`config.mk`:
```
export PLATFORM = sky130hd
export DESIGN_NAME = tstate_sequencer
export DESIGN_NICKNAME = d
export VERILOG_FILES = /design/src/rtl/tstate_sequencer_pkg.sv /design/src/rtl/tstate_sequencer_src_decoder.sv /design/src/rtl/tstate_sequencer.sv
export SDC_FILE = /design/constraint.sdc
export NUM_CORES = 1
export LEC_CHECK = 0
export ABC_AREA = 0
export CAP_MARGIN = 0
export CORE_ASPECT_RATIO = 0.8
export CORE_MARGIN = 2
export CORE_UTILIZATION = 42
export DETAILED_ROUTE_END_ITERATION = 10
export GPL_TIMING_DRIVEN = 0
export HOLD_SLACK_MARGIN = 0.1
export PLACE_DENSITY = 0.77
export SYNTH_ARGS = -nofsm -noshare
export SYNTH_HDL_FRONTEND = slang
export SYNTH_SLANG_ARGS = --single-unit
```
`constraint.sdc`:
```
create_clock -name clk -period 1.8 [get_ports clk]
set_input_delay 0.45 -clock clk [delete_from_list [all_inputs] [get_ports clk]]
set_output_delay 0.45 -clock clk [all_outputs]
set_load 0.02 [all_outputs]
```
`src/rtl/tstate_sequencer_pkg.sv`:
```
// Shared definitions for the T-state sequencer.
//   t_state_e   : 3-bit state encoding exported on t_state
//   CL_*        : cycle_len input codes (T-states per M-cycle)
//   NUM_SRC_DEF : default number of data-bus sources
//   cycle_len_to_len : maps a cycle_len code to its T-state count
package tstate_sequencer_pkg;

    typedef enum logic [2:0] {
        T1    = 3'd0,
        T2    = 3'd1,
        TW    = 3'd2,
        T3    = 3'd3,
        T4    = 3'd4,
        T5    = 3'd5,
        THALT = 3'd6,
        THOLD = 3'd7
    } t_state_e;

    localparam logic [1:0] CL_3  = 2'd0;
    localparam logic [1:0] CL_4  = 2'd1;
    localparam logic [1:0] CL_5A = 2'd2;
    localparam logic [1:0] CL_5B = 2'd3;

    localparam int NUM_SRC_DEF = 10;

    // T-state counts held in len_q
    localparam logic [2:0] LEN_3 = 3'd3;
    localparam logic [2:0] LEN_4 = 3'd4;
    localparam logic [2:0] LEN_5 = 3'd5;

    function automatic logic [2:0] cycle_len_to_len(input logic [1:0] code);
        case (code)
            CL_3:    return LEN_3;
            CL_4:    return LEN_4;
            default: return LEN_5;   // both CL_5A and CL_5B
        endcase
    endfunction

endpackage

```
`src/rtl/tstate_sequencer_src_decoder.sv`:
```
// One-hot data-bus source decoder (purely combinational).
//   src_code   in  SRC_W    source index; codes >= NUM_SRC select nothing
//   src_onehot out NUM_SRC  one-hot select, all-zero for out-of-range codes
module src_decoder #(
    parameter int NUM_SRC = 10,
    parameter int SRC_W   = 4
) (
    input  logic [SRC_W-1:0]   src_code,
    output logic [NUM_SRC-1:0] src_onehot
);

    always_comb begin
        src_onehot = '0;
        for (int i = 0; i < NUM_SRC; i++) begin
            if (src_code == SRC_W'(i))
                src_onehot[i] = 1'b1;
        end
    end

endmodule

```
`src/rtl/tstate_sequencer.sv`:
```
// Machine-cycle T-state sequencer with wait-state, halt and (optional) bus
// hold handling, plus registered one-hot data-bus source selects.
//
// Optional feature macro: TSTATE_HOLD_EN -- builds THOLD, halted_q and hlda.
// Without it, hold is ignored and hlda is tied low.
//
// Ports:
//   clk, reset           rising-edge clock, async active-high reset
//   ready                low in T2/TW inserts wait states
//   hold                 bus hold request (TSTATE_HOLD_EN only)
//   halt_req             enter THALT at the end of the current M-cycle
//   int_req              leaves THALT
//   cycle_len            T-states in the M-cycle, sampled in T1
//   src_code             data-bus source index
//   t_state              current state
//   sync/wait_out/hlda   T1 / TW / THOLD indicators
//   m_done               final T-state of the M-cycle
//   src_sel, bus_float   one-hot source selects and their NOR
module tstate_sequencer
    import tstate_sequencer_pkg::*;
#(
    parameter int NUM_SRC = NUM_SRC_DEF,
    parameter int SRC_W   = 4
) (
    input  logic               clk,
    input  logic               reset,
    input  logic               ready,
    input  logic               hold,
    input  logic               halt_req,
    input  logic               int_req,
    input  logic [1:0]         cycle_len,
    input  logic [SRC_W-1:0]   src_code,
    output t_state_e           t_state,
    output logic               sync,
    output logic               wait_out,
    output logic               hlda,
    output logic               m_done,
    output logic [NUM_SRC-1:0] src_sel,
    output logic               bus_float
);

    t_state_e             state_q, state_d;
    logic [2:0]           len_q;
    logic                 end_cycle;
    logic [NUM_SRC-1:0]   dec_onehot;

`ifdef TSTATE_HOLD_EN
    // Remembers whether THOLD was entered from THALT so hold release
    // resumes the halt rather than starting a new M-cycle.
    logic halted_q;
`else
    logic unused_hold;
    assign unused_hold = hold;
`endif

    src_decoder #(
        .NUM_SRC (NUM_SRC),
        .SRC_W   (SRC_W)
    ) u_src_decoder (
        .src_code   (src_code),
        .src_onehot (dec_onehot)
    );

    always_comb begin
        state_d   = state_q;
        end_cycle = 1'b0;
        case (state_q)
            T1: state_d = T2;
            T2, TW: state_d = ready ? T3 : TW;
            T3: begin
                if (len_q == LEN_3) end_cycle = 1'b1;
                else                state_d   = T4;
            end
            T4: begin
                if (len_q == LEN_4) end_cycle = 1'b1;
                else                state_d   = T5;
            end
            T5: end_cycle = 1'b1;
            THALT: begin
`ifdef TSTATE_HOLD_EN
                if (hold)         state_d = THOLD;
                else if (int_req) state_d = T1;
`else
                if (int_req)      state_d = T1;
`endif
            end
`ifdef TSTATE_HOLD_EN
            THOLD: begin
                if (!hold) state_d = halted_q ? THALT : T1;
            end
`endif
            default: state_d = T1;
        endcase

        // Hold outranks halt; a halt_req seen together with hold is dropped.
        if (end_cycle) begin
`ifdef TSTATE_HOLD_EN
            if (hold)          state_d = THOLD;
            else if (halt_req) state_d = THALT;
            else               state_d = T1;
`else
            if (halt_req)      state_d = THALT;
            else               state_d = T1;
`endif
        end
    end

    always_ff @(posedge clk or posedge reset) begin
        if (reset) begin
            state_q <= T1;
            len_q   <= LEN_3;
            src_sel <= '0;
        end else begin
            state_q <= state_d;
            if (state_q == T1)
                len_q <= cycle_len_to_len(cycle_len);
            // Sources drive the bus only during the data T-states.
            if (state_d == T3 || state_d == T4 || state_d == T5)
                src_sel <= dec_onehot;
            else
                src_sel <= '0;
        end
    end

`ifdef TSTATE_HOLD_EN
    always_ff @(posedge clk or posedge reset) begin
        if (reset)
            halted_q <= 1'b0;
        else if (state_d == THOLD && state_q != THOLD)
            halted_q <= (state_q == THALT);
    end

    assign hlda = (state_q == THOLD);
`else
    assign hlda = 1'b0;
`endif

    assign t_state   = state_q;
    assign sync      = (state_q == T1);
    assign wait_out  = (state_q == TW);
    assign m_done    = ((state_q == T3) && (len_q == LEN_3)) ||
                       ((state_q == T4) && (len_q == LEN_4)) ||
                       (state_q == T5);
    assign bus_float = ~|src_sel;

endmodule

```
==> impl_results.md, run 1 <==
* Status: finished, violations left
* Failing checks: setup timing
* Combinational share of power at 57.7%
* IO Pins at 30
* Via density per instance at 5.44
* Max-Cap Viols at 0
* Die Width at 52.6 um
* FMAX at 0.485 GHz
* Seq pwr share at 29.4%
* Fin. Hold Viols at 0
* Post-Synthesis Cells at 78
* Critical path's slowest cell: or4_4
* Yosys warning total at 0
* TritonCTS clock tree: done
* Drt first pass iters at 4
* Vias in the first global route at 744
* HP Class: in -> async
* Syn Nets at 90
* Worst endpoint required time at 1.35 ns
* CTS Buf Count at 3
* Mapped cell area at 792 um2
* PnR worst setup slack at -0.261 ns
* P_sw at 0.693 mW
* Pwr dens at 1350 mW/mm2
* Sw Share at 38.8%
* Slew @ Worst Pin at 0.588 ns
* Gr ovfl total at 0
* Area Growth Syn to Fin at 67.0%
* PortBufs at 27
* Initial DRC Count at 21
* Nets@finish at 137
* Dpl cells at 129
* Detailed-route wire length at 2150 um
* First-pass GRT wire length at 3260 um
* Cell Count, Final, Fillers Out at 148
* Sum Neg Setup Slack at -0.475 ns
* Number of diodes at 0
* Cell-internal power at 1.10 mW
* Crit path kind: reg -> out
* Gpl congestion at 0.809
* DIE AREA at 0.00225 mm2
* Max incr delay on CP at 0.55 ns
* Clock Latency Late Sink at 0.28 ns
* CP endpoint kind: output pin
* RSZ-0062 raised after global routing: true
* Total track usage at 19.5%
* DR vias at 805
* Number of hold buffers added after CTS at 0
* Netlist cell types at 31
* Die height at 42.8 um
* HPWL after DPL at 1420 um
* Min cycle time layout at 2.06 ns
* Clk slew on worst S/H paths at 0.09 ns
* Std-Cell Rows at 14
* Fill cell count at 137
* Setup violators final at 2
* Starting Density at 43.5%
* Critical Path Start: src_sel[2]$_DFF_PP0_
* Clk pwr share at 12.9%
* Largest net degree at the start of global routing at 17
* Worst endpoint data arrival time at 1.61 ns
* H-tree Lvls at 1
* Most frequent cells in the layout: 18 x clkdlybuf4s50_1, 16 x buf_4, 11 x dfrtp_1
* CTS Root Cell: clkbuf_4
* Final ANT Viol Nets at 0
* Worst vdd ir at 0.000805 V
* Share of layout cells above drive strength 1 at 34.7%
* Pins over their slew limit at 0
* Post-DR wirelength/cell at 14.5 um
* CTS sink cnt at 16
* Worst reg2reg startpoint: len_q[1]$_DFFE_PP1P_
* Normalized max-slew margin at 60.8%
* Register bit count reported by yosys at 16
* CP Max Fanout at 2
* DRC Markers at 0
* Antenna violations before repair at 0
* Commonest non-fill, non-tap cell in the layout: clkdlybuf4s50_1
* Critical path cell sequence: or4_4, nor4_4, buf_4
* Fin crit share at 114%
* Finished Core Util at 72.6%
* Leakage at 0.644 nW
* Seq/Total Area, Yosys at 50.9%
* CP Launch Type: flop
* Max clock buf depth at 2
* Syn avg cell area at 10.2 um2
* R2R depth at 6
* Setup Skew at 0.00344 ns
* R2R Setup Slk at 0.04 ns
* Core Area at 0.00182 mm2
==> layout make-up <==
| type | instances | area [um2] | area share (%) |
|---|---|---|---|
| plain buffers | 5 | 38.8 | 2.93 |
| clock buffers | 4 | 36.3 | 2.74 |
| inverters | 3 | 11.3 | 0.851 |
| multi-input cells | 54 | 399 | 30.2 |
| flip-flops and latches | 16 | 407 | 30.7 |
| well taps | 24 | 30.0 | 2.27 |
| repair buffers | 42 | 400 | 30.3 |
==> timing repair <==
action                                  CTS  global route
pin swaps                                 8             6
setup buffers                            10             8
endpoints found under the setup margin    6             8
gates resized for setup                  31            15
==> cell usage after synthesis <==
cell      number  share of area (%)
a21oi_1        1               0.63
a221oi_1       1                1.1
a31oi_1        1               0.79
nor3_2         1                1.3
and4bb_2       1                1.6
or4_1          3                2.8
and4b_1        1                1.3
a211oi_1       1               0.95
o21bai_1       1               0.95
a222oi_1       1                1.3
a21o_1         1               0.95
nor3_1         4                2.5
inv_1          3                1.4
buf_4          1               0.95
conb_1         1               0.47
a211o_1        1                1.1
nor2_1         7                3.3
a32oi_1        1                1.1
and3b_1        2                2.2
o21a_1         2                1.9
nand2b_1       5                3.9
buf_2          4                2.5
nor4_1         6                4.7
or3b_1         1                1.1
nor3b_1        1               0.95
dfrtp_1       14                 44
a221o_1        2                2.5
nor2b_1        2                1.6
dfstp_2        2                6.6
o21ai_0        2                1.3
nand2_1        4                1.9
==> path summary, 6_finish.rpt <==
check	endpoint
max	bus_float
min	src_sel[6]$_DFF_PP0_
max reg2reg	t_state[1]$_DFF_PP0_
min reg2reg	len_q[0]$_DFFE_PP1P_
max in group asynchronous	src_sel[1]$_DFF_PP0_
min in group clk	len_q[0]$_DFFE_PP1P_
==> logic make-up (layout without fill, tap and decap cells) <==
family | after synthesis | after routing | synth area share, %
AO/OA/AOI/OAI | 15 | 15 | 14.5
buffers and inverters | 8 | 54 | 4.90
other | 1 | 1 | 0.473
AND/OR/NAND/NOR | 38 | 38 | 29.2
flip-flops | 16 | 16 | 50.9
==> per-stage QoR <==
step / hold slack (ns) / setup WS [ns] / power, mW / area, um2
final: 0.526 / -0.261 / 1.79 / 1320
after global routing: 0.578 / -0.325 / 1.91 / 1320
after CTS: 0.518 / -0.260 / 1.69 / 1250
after detailed placement: 0.503 / -0.433 / 1.34 / 1110
after global placement: 0.492 / -0.431 / 1.32 / 1110
after floorplan: 0.362 / 0.0142 / 1.04 / 812
==> sequential cells by signal (all words and copies together), names as in the netlist <==
signal,count
t_state,3
len_q,3
src_sel,10
==> routing by layer <==
layer	up-vias	GRT usage (%)	wire (um)
met4	0	5.13	13
met3	2	6.34	127
met2	27	30.3	1090
met1	395	26.2	926
li1	381	-	-
met5	-	0	0
==> worst max-delay path, delay by kind of cell (launching register included) <==
kind,cells,cell delay [ns]
buffers and inverters,1,0.17
DFF,1,0.39
and+or+nand+nor,2,0.76
==> power by group through the flow <==
stage                     logic, mW  registers [mW]  clock network, mW
final                          1.03           0.526              0.230
after global routing           1.11           0.537              0.258
after CTS                     0.935           0.511              0.239
after detailed placement      0.820           0.517                  0
after global placement        0.805           0.511                  0
after floorplan               0.489           0.555                  0
Power figures use the tool's default switching activity.
==> run 2: changes to the inputs <==
--- a/config.mk
+++ b/config.mk
@@ -10,9 +10,10 @@
 export CORE_ASPECT_RATIO = 0.8
 export CORE_MARGIN = 2
 export CORE_UTILIZATION = 42
+export CTS_CLUSTER_DIAMETER = 60
 export DETAILED_ROUTE_END_ITERATION = 10
 export GPL_TIMING_DRIVEN = 0
-export HOLD_SLACK_MARGIN = 0.1
+export HOLD_SLACK_MARGIN = 0.06
 export PLACE_DENSITY = 0.77
 export SYNTH_ARGS = -nofsm -noshare
 export SYNTH_HDL_FRONTEND = slang
==> results of run 2 <==
No change in the layout: final DEF, timing and power equal those of run 1.
